## src/rtl/issue_pkg.sv

```systemverilog
// issue_pkg: opcodes, NOP encoding and RV32 field helpers for the dual-issue queue
package issue_pkg;
  localparam logic [6:0] OP_LOAD   = 7'b0000011;
  localparam logic [6:0] OP_STORE  = 7'b0100011;
  localparam logic [6:0] OP_BRANCH = 7'b1100011;
  localparam logic [6:0] OP_JAL    = 7'b1101111;
  localparam logic [6:0] OP_JALR   = 7'b1100111;
  localparam logic [6:0] OP_SYSTEM = 7'b1110011;
  localparam logic [31:0] NOP_INSTR = 32'h0000_0013;
  function automatic logic [4:0] rd_of(input logic [31:0] i);
    return i[11:7];
  endfunction
  function automatic logic [4:0] rs1_of(input logic [31:0] i);
    return i[19:15];
  endfunction
  function automatic logic [4:0] rs2_of(input logic [31:0] i);
    return i[24:20];
  endfunction
  function automatic logic writes_rd(input logic [31:0] i);
    return i[6:0] != OP_STORE && i[6:0] != OP_BRANCH;
  endfunction
endpackage

```

## src/rtl/issue_queue_if.sv

```systemverilog
// issue_queue_if: fetch-side handshake and issue-side outputs of the issue queue
interface issue_queue_if #(parameter int DEPTH = 4, parameter int XLEN = 32);
  logic fetch_valid, fetch_pair, fetch_ready, freeze, flush;
  logic [XLEN-1:0] fetch_ins0, fetch_ins1, instruction0, instruction1;
  logic datapath_1_enable, datapath_2_enable;
  logic [$clog2(DEPTH):0] queue_count;
  modport master(output fetch_valid, fetch_pair, fetch_ins0, fetch_ins1, freeze, flush,
                 input fetch_ready, instruction0, instruction1, datapath_1_enable,
                 datapath_2_enable, queue_count);
  modport slave(input fetch_valid, fetch_pair, fetch_ins0, fetch_ins1, freeze, flush,
                output fetch_ready, instruction0, instruction1, datapath_1_enable,
                datapath_2_enable, queue_count);
endinterface

```

## src/rtl/issue_queue_pair_check.sv

```systemverilog
// pair_check: decides whether the head+1 instruction may issue alongside the head
module pair_check
  import issue_pkg::*;
(
  input  logic [31:0] ins0,
  input  logic [31:0] ins1,
  output logic        pair_ok
);
  logic ctrl, raw, waw, mem_pair, unused_bits;
  always_comb begin
    ctrl = ins0[6:0] == OP_BRANCH || ins0[6:0] == OP_JAL ||
           ins0[6:0] == OP_JALR || ins0[6:0] == OP_SYSTEM;
    // conservative: rs fields compared whatever the format of ins1
    raw = writes_rd(ins0) && rd_of(ins0) != 5'd0 &&
          (rd_of(ins0) == rs1_of(ins1) || rd_of(ins0) == rs2_of(ins1));
    waw = writes_rd(ins0) && writes_rd(ins1) && rd_of(ins0) != 5'd0 &&
          rd_of(ins0) == rd_of(ins1);
    mem_pair = (ins0[6:0] == OP_LOAD || ins0[6:0] == OP_STORE) &&
               (ins1[6:0] == OP_LOAD || ins1[6:0] == OP_STORE);
    pair_ok = !(ctrl || raw || waw || mem_pair);
  end
  assign unused_bits = ^{ins0[31:12], ins1[31:25], ins1[14:12]};
endmodule

```

## src/rtl/issue_queue.sv

```systemverilog
// issue_queue: circular instruction buffer issuing up to two instructions per cycle
module issue_queue
  import issue_pkg::*;
#(
  parameter int DEPTH = 4,
  parameter int XLEN  = 32
) (
  input logic       clk,
  input logic       rst_pin,
  issue_queue_if.slave bus
);
  localparam int AW = $clog2(DEPTH);
  localparam int CW = AW + 1;
  logic [XLEN-1:0] mem [DEPTH];
  logic [AW-1:0] rd_ptr, wr_ptr;
  logic [CW-1:0] count, enq, deq;
  logic [XLEN-1:0] head, nxt;
  logic pair_ok, accept, issue1, issue2;
  assign head = mem[rd_ptr];
  assign nxt  = mem[rd_ptr + AW'(1)];
  pair_check u_pair (.ins0(head), .ins1(nxt), .pair_ok(pair_ok));
  always_comb begin
    bus.fetch_ready = count <= CW'(DEPTH - 2) && rst_pin;
    bus.queue_count = count;
    accept = bus.fetch_valid && bus.fetch_ready && !bus.flush;
    enq = accept ? (bus.fetch_pair ? CW'(2) : CW'(1)) : '0;
    // issue decision sees pre-edge count only: no fetch-to-issue bypass
    issue1 = !bus.freeze && count != '0;
    issue2 = issue1 && count >= CW'(2) && pair_ok;
    deq = CW'(issue1) + CW'(issue2);
  end
  always_ff @(posedge clk) begin
    if (accept) begin
      mem[wr_ptr] <= bus.fetch_ins0;
      if (bus.fetch_pair) mem[wr_ptr + AW'(1)] <= bus.fetch_ins1;
    end
  end
  always_ff @(posedge clk) begin
    if (!rst_pin || bus.flush) begin
      rd_ptr <= '0;
      wr_ptr <= '0;
      count <= '0;
      bus.instruction0 <= XLEN'(NOP_INSTR);
      bus.instruction1 <= XLEN'(NOP_INSTR);
      bus.datapath_1_enable <= 1'b0;
      bus.datapath_2_enable <= 1'b0;
    end else begin
      wr_ptr <= wr_ptr + enq[AW-1:0];
      rd_ptr <= rd_ptr + deq[AW-1:0];
      count <= count + enq - deq;
      if (!bus.freeze) begin
        bus.instruction0 <= issue1 ? head : XLEN'(NOP_INSTR);
        bus.instruction1 <= issue2 ? nxt : XLEN'(NOP_INSTR);
        bus.datapath_1_enable <= issue1;
        bus.datapath_2_enable <= issue2;
      end
    end
  end
endmodule

```

## src/flat_wrapper.sv

```systemverilog
// flat-port wrapper written by rule: the top's interface ports become plain ports
module issue_queue_flat import issue_pkg::*;
#(
  parameter int DEPTH = 4,
  parameter int XLEN  = 32
)
  (clk, rst_pin, bus_fetch_valid, bus_fetch_pair, bus_fetch_ins0, bus_fetch_ins1, bus_freeze, bus_flush, bus_fetch_ready, bus_instruction0, bus_instruction1, bus_datapath_1_enable, bus_datapath_2_enable, bus_queue_count);
  issue_queue_if #(.DEPTH(DEPTH), .XLEN(XLEN)) bus_i ();
  input logic clk;
  input logic rst_pin;
  input wire logic [$bits(bus_i.fetch_valid)-1:0] bus_fetch_valid;
  input wire logic [$bits(bus_i.fetch_pair)-1:0] bus_fetch_pair;
  input wire logic [$bits(bus_i.fetch_ins0)-1:0] bus_fetch_ins0;
  input wire logic [$bits(bus_i.fetch_ins1)-1:0] bus_fetch_ins1;
  input wire logic [$bits(bus_i.freeze)-1:0] bus_freeze;
  input wire logic [$bits(bus_i.flush)-1:0] bus_flush;
  output wire logic [$bits(bus_i.fetch_ready)-1:0] bus_fetch_ready;
  output wire logic [$bits(bus_i.instruction0)-1:0] bus_instruction0;
  output wire logic [$bits(bus_i.instruction1)-1:0] bus_instruction1;
  output wire logic [$bits(bus_i.datapath_1_enable)-1:0] bus_datapath_1_enable;
  output wire logic [$bits(bus_i.datapath_2_enable)-1:0] bus_datapath_2_enable;
  output wire logic [$bits(bus_i.queue_count)-1:0] bus_queue_count;
  assign bus_i.fetch_valid = bus_fetch_valid;
  assign bus_i.fetch_pair = bus_fetch_pair;
  assign bus_i.fetch_ins0 = bus_fetch_ins0;
  assign bus_i.fetch_ins1 = bus_fetch_ins1;
  assign bus_i.freeze = bus_freeze;
  assign bus_i.flush = bus_flush;
  assign bus_fetch_ready = bus_i.fetch_ready;
  assign bus_instruction0 = bus_i.instruction0;
  assign bus_instruction1 = bus_i.instruction1;
  assign bus_datapath_1_enable = bus_i.datapath_1_enable;
  assign bus_datapath_2_enable = bus_i.datapath_2_enable;
  assign bus_queue_count = bus_i.queue_count;
  issue_queue #(.DEPTH(DEPTH), .XLEN(XLEN)) u_core (.clk(clk), .rst_pin(rst_pin), .bus(bus_i));
endmodule
```

## config.mk

```make
export PLATFORM = sky130hd
export DESIGN_NAME = issue_queue_flat
export DESIGN_NICKNAME = d
export VERILOG_FILES = /design/src/rtl/issue_pkg.sv /design/src/rtl/issue_queue_if.sv /design/src/rtl/issue_queue_pair_check.sv /design/src/rtl/issue_queue.sv /design/src/flat_wrapper.sv
export SDC_FILE = /design/constraint.sdc
export NUM_CORES = 1
export LEC_CHECK = 0
export BUFFER_PORTS_ARGS = -buffer_cell sky130_fd_sc_hd__buf_4
export CAP_MARGIN = 20
export CORE_MARGIN = 3
export CORE_UTILIZATION = 48
export DETAILED_ROUTE_END_ITERATION = 12
export PLACE_DENSITY = 0.79
export SETUP_SLACK_MARGIN = 0.15
export SYNTH_ARGS = -nofsm -noshare
export SYNTH_HDL_FRONTEND = slang
export SYNTH_SLANG_ARGS = --single-unit
```

## constraint.sdc

```tcl
create_clock -name clk -period 4.54 [get_ports clk]
set_input_delay 0.227 -clock clk [delete_from_list [all_inputs] [get_ports clk]]
set_output_delay 0.227 -clock clk [all_outputs]
set_load 0.02 [all_outputs]
```

==> flow_metrics.tcl <==
set metrics [dict create \
    hp-class "input port to flop" \
    boundaryPins 140 \
    synthXorXnorAreaFrac_pct 2.20 \
    setup_viol 0 \
    rows 52 \
    nets 870 \
    grt_overflow 0 \
    synth-simple-area-share_pct 4.47 \
    core_mm2 0.0203 \
    endpoint "u_core.bus.queue_count[2]$_SDFF_PP0_" \
    die_y_um 150 \
    synthAdderAreaFrac_pct 1.03 \
    first_global_vias 6513 \
    cts_root_buf "clkbuf_16" \
    wl_mm 25.6 \
    min_period_ps 4140 \
    cp-start-kind "flop" \
    max_clock_freq_mhz 242 \
    final_cell_mix "buf_4, edfxtp_1, mux2_2" \
    num_antenna_cells 0 \
    insertion_delay_ps 510 \
    setup_tns_ps 0 \
    synthMuxAreaShare_pct 29.7 \
    vias 6594 \
    hpwl_mm 16.6 \
    worstSetupPathType "flop to flop" \
    clock_path_buffers 3 \
    synth_area_leader_cell "edfxtp_1" \
    cp.required_ps 4890 \
    power_mw 4.93 \
    cts_hold_buf 0 \
    path_clk_slew_ps 60 \
    fin_cells 1079 \
    clockPowerShare_pct 33.9 \
    antenna_found_initial 0 \
    worstReg2RegStart "u_core.rd_ptr[1]$_SDFF_PP0_" \
    netlist_area_mm2 0.00994 \
    grt_start_max_net_pins 41 \
    synth_compound_area_share_pct 6.41 \
    ir_drop_uv 262 \
    ff2ff_setup_slack_ps 400 \
    mostFrequentLayoutCell "buf_4" \
    synth.yosys.warnings 0 \
    reg2regPathDepth 16 \
    cts_buffers 22 \
    synth_edf_count 128 \
    timing.rr.end "u_core.bus.queue_count[2]$_SDFF_PP0_" \
    area_growth_pct 20.8 \
    end_kind "flop" \
    antenna_left 0 \
    design_area_mm2 0.0120 \
    vias_per_cell 6.11 \
    cts.sinks 201 \
    ys_seq_elements 201 \
    leakage_nw 4.17 \
    grt_pass1_wl_mm 38.4 \
    synth-seq-area-share_pct 53.4 \
    syn_avg_cell_area_um2 15.0 \
    final_core_util_pct 59.1 \
    dpl.cell_count 1037 \
    routedWlPerCell_um 23.7 \
    hold_ws_ps 34.1 \
    drive_gt1_share_pct 48.2 \
    tightest_slew_ps 1090 \
    fp.dieArea_mm2 0.0225 \
    skew_ps 17.1 \
    drt_iter0_drc 572 \
    synthTopCellsByArea "edfxtp_1, dfxtp_1, mux4_2" \
    grtUsageTotal_pct 22.4 \
    setup_ws_ps 403 \
    post-route-drc-count 0 \
    outcome "finished, final reports clean" \
    synth_top_family_by_area "multiplexers" \
    synth_cell_types 48 \
    cts_tree "done" \
    p_int_mw 3.54 \
    syn-instance-count 663 \
    port_buffers 139 \
    switchingPower_mw 1.39 \
    slew_violations 0 \
    fp.dieW_um 150 \
    relSlewSlack_pct 26.8 \
    cp-startpoint "u_core.rd_ptr[1]$_SDFF_PP0_" \
    postPlaceCellArea_mm2 0.0113 \
    max_cap_violations 0 \
    crit_fanout 19 \
    swShare_pct 28.2 \
    period_share_pct 91.1 \
    p_comb_share_pct 22.9 \
    cts_htree_levels 1 \
    timing.final.hold_violations 0 \
    initial_core_util_pct 49.0 \
    drt_pass1_iterations 5 \
    power_density_mw_per_mm2 411 \
    seqPwrFrac_pct 43.3 \
    synth_flop_cell "edfxtp_1" \
    rsz0062_at_grt "false" \
    synth_nets 740 \
    place_ws_ps 270 \
    synth_top_area_share_pct 38.7 \
    gp_congestion 0.820 \
    worstPathArrival_ps 4480 \
    ys_async_sr_fraction_pct 0 \
]
## layer usage
layer	track usage [%]	share of wire (%)	vias up	wire, um
li1	-	-	2884	-
met2	38.1	51	307	13000
met1	30.2	39	3364	9980
met5	0	0	-	0
met4	6.08	2.2	0	567
met3	3.48	8.0	39	2050
## repair_timing
item | in CTS | in global routing
resized for setup | 0 | 2
setup buffers | 0 | 2
endpoints found under the setup margin | 0 | 1
hold endpoints to repair | 0 | 0
## how the worst min path moves through the flow
stage                                                   start                                   endpoint  cells past startpoint
finish                                      bus_fetch_ins1[6]                 u_core.mem[1][6]$_DFFE_PP_                      2
global route                               bus_fetch_ins0[10]                u_core.mem[2][10]$_DFFE_PP_                      2
CTS                                         bus_fetch_ins1[6]                 u_core.mem[1][6]$_DFFE_PP_                      2
detailed placement  u_core.bus.datapath_1_enable$_SDFFE_PP0N_  u_core.bus.datapath_1_enable$_SDFFE_PP0N_                      2
global placement    u_core.bus.datapath_1_enable$_SDFFE_PP0N_  u_core.bus.datapath_1_enable$_SDFFE_PP0N_                      2
floorplan                                           bus_flush    u_core.bus.instruction0[0]$_SDFFE_PP1N_                      2
## sequential cells by signal (all words and copies together), names as in the netlist
name and flops:
u_core.bus.instruction0 32, u_core.bus.datapath_1_enable 1, u_core.bus.queue_count 3, u_core.bus.datapath_2_enable 1, u_core.rd_ptr 2, u_core.bus.instruction1 32
u_core.mem 128, u_core.wr_ptr 2
## cells by family (layout without fill, tap and decap cells)
group	after synthesis	in the layout
buffers and inverters	61	207
XOR/XNOR	25	25
flip-flops	201	201
multiplexers	199	199
adder cells (fa/ha/maj)	7	7
AO/OA/AOI/OAI	82	82
AND/OR/NAND/NOR	88	88
## Yosys cell counts (5+ instances only)
library cell	count
a22oi_1	30
a22o_1	29
xor2_1	8
xnor2_1	17
inv_1	12
edfxtp_1	128
mux4_2	64
nor2_1	42
buf_1	9
ha_1	5
buf_2	9
mux2i_1	7
nor3_1	10
mux2_1	7
nand2_1	8
a21oi_1	7
mux2_2	121
dfxtp_1	73
clkbuf_1	25
## critical path: stages, from the launching register on
cell and delay [ps]:
dfxtp_4 530, buf_4 300, mux4_2 350, and3_1 230
a22oi_1 280, nor4b_2 400, or3_4 240, inv_1 50
ha_1 300, ha_1 280, inv_1 60, ha_1 120
inv_1 50, fa_1 420, xor2_1 180, xnor2_1 140
nor2_1 60
## power groups by stage
stage | combinational, mW | sequential, mW | clock (mW)
floorplan | 0.729 | 2.19 | 0
global placement | 1.07 | 2.18 | 0
detailed placement | 1.09 | 2.18 | 0
CTS | 1.10 | 2.14 | 1.69
global route | 1.22 | 2.14 | 1.76
finish | 1.13 | 2.13 | 1.67
## layout make-up
class                      count  area, um2
clock buffer                  30        581
tap                          270        338
fill                        1603       8300
clock inverter                10       87.6
timing repair buffer         155       1220
multi-input combinational    401       4420
inverter                      12       45.0
sequential                   201       5310
(Power assumes the default switching activity.)
